**src/rtl/string_hw_pkg.sv**
```systemverilog
// Shared constants and types for the string accelerator fetch path:
// window geometry, CSR map and the fetch FSM state type.
package string_hw_pkg;

    localparam int unsigned MAX_WORDS = 8;

    localparam logic [1:0] CSR_SRC    = 2'd0;
    localparam logic [1:0] CSR_CTRL   = 2'd1;
    localparam logic [1:0] CSR_STATUS = 2'd2;

    localparam int unsigned ST_BUSY_BIT  = 0;
    localparam int unsigned ST_DONE_BIT  = 1;
    localparam int unsigned ST_TRUNC_BIT = 2;
    localparam int unsigned ST_LEN_LSB   = 8;

    localparam int unsigned A_BASE = 1;
    localparam int unsigned B_BASE = MAX_WORDS + 1;

    typedef enum logic [2:0] {
        StIdle,
        StReq,
        StWait,
        StWr,
        StPad
    } fetch_state_t;

endpackage

```
**src/rtl/nul_byte_finder.sv**
```systemverilog
// Locates the lowest-addressed zero byte of a little-endian 32-bit word.
module nul_byte_finder (
    input  logic [31:0] word_i,
    output logic        found_o,
    output logic [1:0]  idx_o
);

    always_comb begin
        found_o = 1'b1;
        idx_o   = 2'd0;
        if (word_i[7:0] == 8'h00) begin
            idx_o = 2'd0;
        end else if (word_i[15:8] == 8'h00) begin
            idx_o = 2'd1;
        end else if (word_i[23:16] == 8'h00) begin
            idx_o = 2'd2;
        end else if (word_i[31:24] == 8'h00) begin
            idx_o = 2'd3;
        end else begin
            found_o = 1'b0;
        end
    end

endmodule

```
**src/rtl/string_fetch_dma.sv**
```systemverilog
// Avalon-MM string fetch engine: copies a NUL-terminated string into the accelerator's
// A or B window. Define STRING_FETCH_PAD_EN to zero the unused tail of the window.
module string_fetch_dma
    import string_hw_pkg::*;
#(
    parameter int unsigned ACC_AW = $clog2(2 * MAX_WORDS + 1)
) (
    input  logic              clk,
    input  logic              reset,
    input  logic [1:0]        csr_address,
    input  logic              csr_read,
    input  logic              csr_write,
    input  logic              csr_chipselect,
    input  logic [31:0]       csr_writedata,
    output logic [31:0]       csr_readdata,
    output logic [31:0]       m_address,
    output logic              m_read,
    input  logic              m_waitrequest,
    input  logic [31:0]       m_readdata,
    input  logic              m_readdatavalid,
    output logic [ACC_AW-1:0] acc_address,
    output logic              acc_write,
    output logic              acc_chipselect,
    output logic [31:0]       acc_writedata,
    output logic              irq
);

    localparam int unsigned WCW = $clog2(MAX_WORDS + 1);
    localparam logic [WCW-1:0] LAST_W = WCW'(MAX_WORDS - 1);

    fetch_state_t   state_q;
    logic [31:0]    src_q;
    logic [31:0]    data_q;
    logic           target_q;
    logic           done_q;
    logic           trunc_q;
    logic [7:0]     len_q;
    logic [WCW-1:0] w_q;
    logic [WCW-1:0] w_nxt;
    logic           nul_found;
    logic [1:0]     nul_idx;
    logic           csr_wr;
    logic           go;
    logic [31:0]    status_w;

    nul_byte_finder u_nul (
        .word_i  (data_q),
        .found_o (nul_found),
        .idx_o   (nul_idx)
    );

    function automatic logic [ACC_AW-1:0] win_addr(input logic tgt, input logic [WCW-1:0] w);
        return ACC_AW'((tgt ? B_BASE : A_BASE) + 32'(w));
    endfunction

    assign w_nxt  = w_q + WCW'(1);
    assign csr_wr = csr_write && csr_chipselect;
    // Sampling state_q also rejects a go that lands on the completion edge.
    assign go     = csr_wr && (csr_address == CSR_CTRL) && csr_writedata[0] && (state_q == StIdle);
    assign irq    = done_q;

    always_comb begin
        status_w                          = '0;
        status_w[ST_BUSY_BIT]             = (state_q != StIdle);
        status_w[ST_DONE_BIT]             = done_q;
        status_w[ST_TRUNC_BIT]            = trunc_q;
        status_w[ST_LEN_LSB +: 8]         = len_q;
    end

    always_ff @(posedge clk) begin
        if (reset) begin
            state_q        <= StIdle;
            src_q          <= '0;
            data_q         <= '0;
            target_q       <= 1'b0;
            done_q         <= 1'b0;
            trunc_q        <= 1'b0;
            len_q          <= '0;
            w_q            <= '0;
            csr_readdata   <= '0;
            m_address      <= '0;
            m_read         <= 1'b0;
            acc_address    <= '0;
            acc_write      <= 1'b0;
            acc_chipselect <= 1'b0;
            acc_writedata  <= '0;
        end else begin
            if (csr_read && csr_chipselect) begin
                case (csr_address)
                    CSR_SRC:    csr_readdata <= src_q;
                    CSR_STATUS: csr_readdata <= status_w;
                    default:    csr_readdata <= '0;
                endcase
            end
            if (csr_wr && (csr_address == CSR_SRC)) begin
                src_q <= {csr_writedata[31:2], 2'b00};
            end
            if (csr_wr && (csr_address == CSR_STATUS)) begin
                done_q <= 1'b0;
            end

            unique case (state_q)
                StIdle: begin
                    if (go) begin
                        target_q  <= csr_writedata[1];
                        done_q    <= 1'b0;
                        trunc_q   <= 1'b0;
                        len_q     <= '0;
                        w_q       <= '0;
                        m_read    <= 1'b1;
                        m_address <= src_q;
                        state_q   <= StReq;
                    end
                end
                StReq: begin
                    if (!m_waitrequest) begin
                        m_read  <= 1'b0;
                        state_q <= StWait;
                    end
                end
                StWait: begin
                    if (m_readdatavalid) begin
                        data_q         <= m_readdata;
                        acc_write      <= 1'b1;
                        acc_chipselect <= 1'b1;
                        acc_address    <= win_addr(target_q, w_q);
                        acc_writedata  <= m_readdata;
                        state_q        <= StWr;
                    end
                end
                StWr: begin
                    acc_write      <= 1'b0;
                    acc_chipselect <= 1'b0;
                    if (nul_found) begin
                        len_q <= 8'({w_q, nul_idx});
`ifdef STRING_FETCH_PAD_EN
                        if (w_q != LAST_W) begin
                            w_q            <= w_nxt;
                            acc_write      <= 1'b1;
                            acc_chipselect <= 1'b1;
                            acc_address    <= win_addr(target_q, w_nxt);
                            acc_writedata  <= '0;
                            state_q        <= StPad;
                        end else begin
                            done_q  <= 1'b1;
                            state_q <= StIdle;
                        end
`else
                        done_q  <= 1'b1;
                        state_q <= StIdle;
`endif
                    end else if (w_q == LAST_W) begin
                        trunc_q <= 1'b1;
                        len_q   <= 8'(4 * MAX_WORDS);
                        done_q  <= 1'b1;
                        state_q <= StIdle;
                    end else begin
                        w_q       <= w_nxt;
                        m_read    <= 1'b1;
                        m_address <= src_q + 32'({w_nxt, 2'b00});
                        state_q   <= StReq;
                    end
                end
                StPad: begin
                    if (w_q == LAST_W) begin
                        acc_write      <= 1'b0;
                        acc_chipselect <= 1'b0;
                        done_q         <= 1'b1;
                        state_q        <= StIdle;
                    end else begin
                        w_q         <= w_nxt;
                        acc_address <= win_addr(target_q, w_nxt);
                    end
                end
                default: state_q <= StIdle;
            endcase
        end
    end

endmodule
```
**config.mk**
```make
export PLATFORM = sky130hd
export DESIGN_NAME = string_fetch_dma
export DESIGN_NICKNAME = d
export VERILOG_FILES = /design/src/rtl/string_hw_pkg.sv /design/src/rtl/nul_byte_finder.sv /design/src/rtl/string_fetch_dma.sv
export SDC_FILE = /design/constraint.sdc
export NUM_CORES = 1
export LEC_CHECK = 0
export CORE_ASPECT_RATIO = 1.25
export CORE_MARGIN = 3
export CORE_UTILIZATION = 40
export CTS_CLUSTER_SIZE = 40
export DETAILED_ROUTE_END_ITERATION = 6
export GPL_ROUTABILITY_DRIVEN = 0
export HOLD_SLACK_MARGIN = 0.08
export PLACE_DENSITY = 0.69
export SYNTH_ARGS = -nofsm -noshare
export SYNTH_HDL_FRONTEND = slang
export SYNTH_HIERARCHICAL = 1
export SYNTH_SLANG_ARGS = --single-unit
```
**constraint.sdc**
```tcl
create_clock -name clk -period 7.75 [get_ports clk]
set_input_delay 1.55 -clock clk [delete_from_list [all_inputs] [get_ports clk]]
set_output_delay 1.55 -clock clk [all_outputs]
set_load 0.03 [all_outputs]
```
==> Flow_metrics.wiki <==
{| class="wikitable"
! Metric !! Value
|-
| Die span in y || 146 µm
|-
| Library cells used by synthesis || 58
|-
| Kind of end point of the critical path || flip-flop
|-
| Critical path start-end classification || in2reg
|-
| Final setup violation count || 0
|-
| FFs w/ async S/R, synth || 0
|-
| Series of cell instances along the critical path || clkdlybuf4s50_1, nand3b_4, o22ai_2, and2_2, o211ai_1, a21oi_1
|-
| Worst hold path class || reg2reg
|-
| Pin count of the biggest net entering global routing || 84
|-
| Clock transition time at the flip-flop clock pins of the worst setup and hold paths || 0.06 ns
|-
| Final Cycle Share || 0.499
|-
| Worst setup timing slack at the placement stage || 3.46 ns
|-
| Detailed-route via count || 5797
|-
| Nets@finish || 987
|-
| CTS hold repair buffers || 0
|-
| Sequential cell area || 2920 µm²
|-
| Cells taking the most area after synthesis || sky130_fd_sc_hd__dfxtp_1 46%, sky130_fd_sc_hd__nand2_1 9.7%, sky130_fd_sc_hd__a21oi_1 6.4%, sky130_fd_sc_hd__nor2_1 4.9%, sky130_fd_sc_hd__a22oi_1 3.8%
|-
| Horizontal die dimension || 118 µm
|-
| Global-route wire length before repair || 28600 µm
|-
| Min-delay src || len_q[0]
|-
| Initial DRC count || 432
|-
| Critical Path Max Stage Delay || 0.97 ns
|-
| Reg2Reg Setup Slack || 4.86 ns
|-
| Setup total negative slack || 0 ns
|-
| Worst min-delay path endpoint || len_q[0]
|-
| Initial core utilization || 0.415
|-
| Post-synthesis to final-layout area growth || 39.4%
|-
| Post-Place Cells || 1092
|-
| Post-synth top flop || sky130_fd_sc_hd__dfxtp_1
|-
| Data arrival time at the worst-slack endpoint || 4.21 ns
|-
| Time the worst path needs with I/O delays and setup || 3.87 ns
|-
| Clock tree from TritonCTS || done
|-
| Fraction of synthesized cell area taken by the top area cell type || 0.463
|-
| # rows || 50
|-
| Placeable core region || 15200 µm²
|-
| Biggest area consumer among synthesized cells || sky130_fd_sc_hd__dfxtp_1
|-
| Endpoint of the worst register-to-register path || m_address[22]
|-
| IO buf count || 175
|-
| Post-Syn Area per Cell || 8.39 µm²
|-
| CTS sink count || 146
|-
| Startpoint types || input pin
|-
| Post-synthesis cell area || 6310 µm²
|-
| Reg-to-Reg Start || w_q[0]
|-
| Number of buffers created by CTS || 17
|-
| Crit path max fanout || 61
|-
| Share of synthesized area occupied by flip-flops and latches || 0.463
|-
| Transition at the pin with the smallest max-transition slack || 1.13 ns
|-
| Count of final max-slew check failures || 0
|-
| Number of stages on the worst hold path || 2
|-
| Final critical-path setup slack || 3.88 ns
|-
| Post-CTS setup repair buffer count || 0
|-
| Synth Instances || 752
|-
| Global route total overflow || 0
|-
| Outcome || completed
|-
| Area used by multi-input combinational logic || 3130 µm²
|-
| Library cell contributing the largest single delay on the critical path || sky130_fd_sc_hd__and2_2
|-
| Number of diodes added for antenna fixing || 0
|-
| Max frequency || 258 MHz
|-
| Final wirelength || 17600 µm
|-
| Ranking of synthesized cells by instance count || 163 x sky130_fd_sc_hd__nand2_1, 146 x sky130_fd_sc_hd__dfxtp_1, 83 x sky130_fd_sc_hd__nor2_1, 81 x sky130_fd_sc_hd__a21oi_1, 37 x sky130_fd_sc_hd__clkbuf_1
|-
| Final Instance Count excl. Fillers || 1124
|-
| Slew margin rel. || 0.246
|-
| Share of post-route cells with drive strength above 1 || 0.0753
|-
| WL per Instance || 15.7 µm
|-
| Power density normalized to cell area || 217 nW/µm²
|-
| Number of buffers on the longest clock path || 2
|-
| Worst EP required || 8.09 ns
|-
| Seq cells post-synth || 146
|-
| Max_cap viols || 0
|-
| Cell with the most instances after synthesis || sky130_fd_sc_hd__nand2_1
|-
| Number of enable-type register cells in the synthesized netlist || 0
|-
| CTS root buf || sky130_fd_sc_hd__clkbuf_16
|-
| DRT Pass-1 Iters || 5
|-
| Number of I/O pins || 178
|-
| Clock Skew || 0.00679 ns
|-
| DP Wirelength || 12300 µm
|-
| Vias per std cell || 5.16
|-
| Worst-skew pair later-pin latency || 0.41 ns
|-
| Aggregate global-route resource usage || 0.203
|-
| ANT nets after route || 0
|-
| Synth warn || 6
|-
| Final hold vios || 0
|-
| Floorplan die area || 17300 µm²
|-
| Static Leakage || 2.97 nW
|-
| Vias in the first global route || 5647
|-
| Number of cells on the worst reg-to-reg path || 8
|-
| Post-cts gate resize count || 0
|-
| Drc violations || 0
|-
| Initial antenna violation count || 0
|-
| Number of filler cells placed in the layout || 1396
|-
| Number of H-tree branching levels || 4
|-
| Setup repair after global routing missed its margin || false
|-
| Worst vdd ir || 0.121 mV
|}
[worst max-delay path, delay by kind of cell]
kind	cells	cell delay [ns]
AOI/OAI and AO/OA	3	0.69
buffers and inverters	1	0.67
and+or+nand+nor	2	1.28
[registers in the layout (all words and copies together) (netlist names)]
name and flops:
acc_address 5, acc_chipselect 1, csr_readdata 32, data_q 32, irq 1, len_q 6
m_address 30, m_read 1, src_q 30, state_q 2, target_q 1, trunc_q 1
w_q 4
[through the flow]
stage	hold WS [ns]	power [mW]	area [µm²]	utilization
2_1_floorplan	0.428	0.952	6310	-
3_3_place_gp	0.446	1.05	8160	0.537
3_5_place_dp	0.446	1.06	8160	0.537
4_1_cts	0.457	1.93	8790	0.578
5_1_grt	0.490	1.99	8790	0.578
6_report	0.455	1.91	8790	0.578
[per-layer routing]
layer	vias to the layer above	track usage	routed length, µm
li1	2892	-	-
met1	2687	0.233	7000
met2	194	0.350	8790
met3	24	0.0694	1460
met4	0	0.0745	357
met5	-	0	0
[area by class of cell]
type                    instances  share of cell area
clock buffers                  23              0.0544
repair buffers                182               0.205
clock inverters                 9              0.0172
inverters                      12             0.00512
flip-flops and latches        146               0.332
multi-input cells             544               0.356
well taps                     208              0.0296
[cell usage in the layout (no fill, tap or decap), types with 13 or more instances in the layout]
master                            Yosys  final
sky130_fd_sc_hd__a211oi_1            28     28
sky130_fd_sc_hd__a21oi_1             81     81
sky130_fd_sc_hd__clkdlybuf4s50_1      0    174
sky130_fd_sc_hd__nor2_1              83     82
sky130_fd_sc_hd__xor2_1              17     17
sky130_fd_sc_hd__xnor2_1             13     13
sky130_fd_sc_hd__clkbuf_16            0     17
sky130_fd_sc_hd__nand2_1            163    163
sky130_fd_sc_hd__a22oi_1             32     32
sky130_fd_sc_hd__dfxtp_1            146    146
[worst max-delay path by stage]
stage              startpoint            end  slack, ns  depth (start not counted)
6_report       csr_address[1]   m_address[3]       3.88                          6
5_1_grt        csr_address[1]  m_address[22]       3.62                          6
4_1_cts        csr_address[1]   m_address[3]       3.89                          6
3_5_place_dp   csr_address[1]   m_address[3]       3.46                          6
3_3_place_gp   csr_address[1]  m_address[22]       3.54                          6
2_1_floorplan  csr_address[1]  m_address[22]       4.80                          8
[logic make-up after synthesis]
kind of cell / Yosys count / synth area share
compound gates: 170 / 0.174
xor+xnor: 30 / 0.0417
fa+ha+maj: 11 / 0.0230
buf+inv: 63 / 0.0415
flops: 146 / 0.463
mux: 10 / 0.0173
other cells: 1 / 0.000595
simple gates: 321 / 0.238
[report_power, final]
part | switching (mW) | leakage, nW | total, mW | internal, mW
Sequential | 0.0205 | 1.18 | 0.796 | 0.776
Combinational | 0.138 | 1.49 | 0.244 | 0.105
Clock | 0.304 | 0.308 | 0.868 | 0.564
Total | 0.463 | 2.97 | 1.91 | 1.45
No activity file was read; power rests on OpenSTA's default activity.
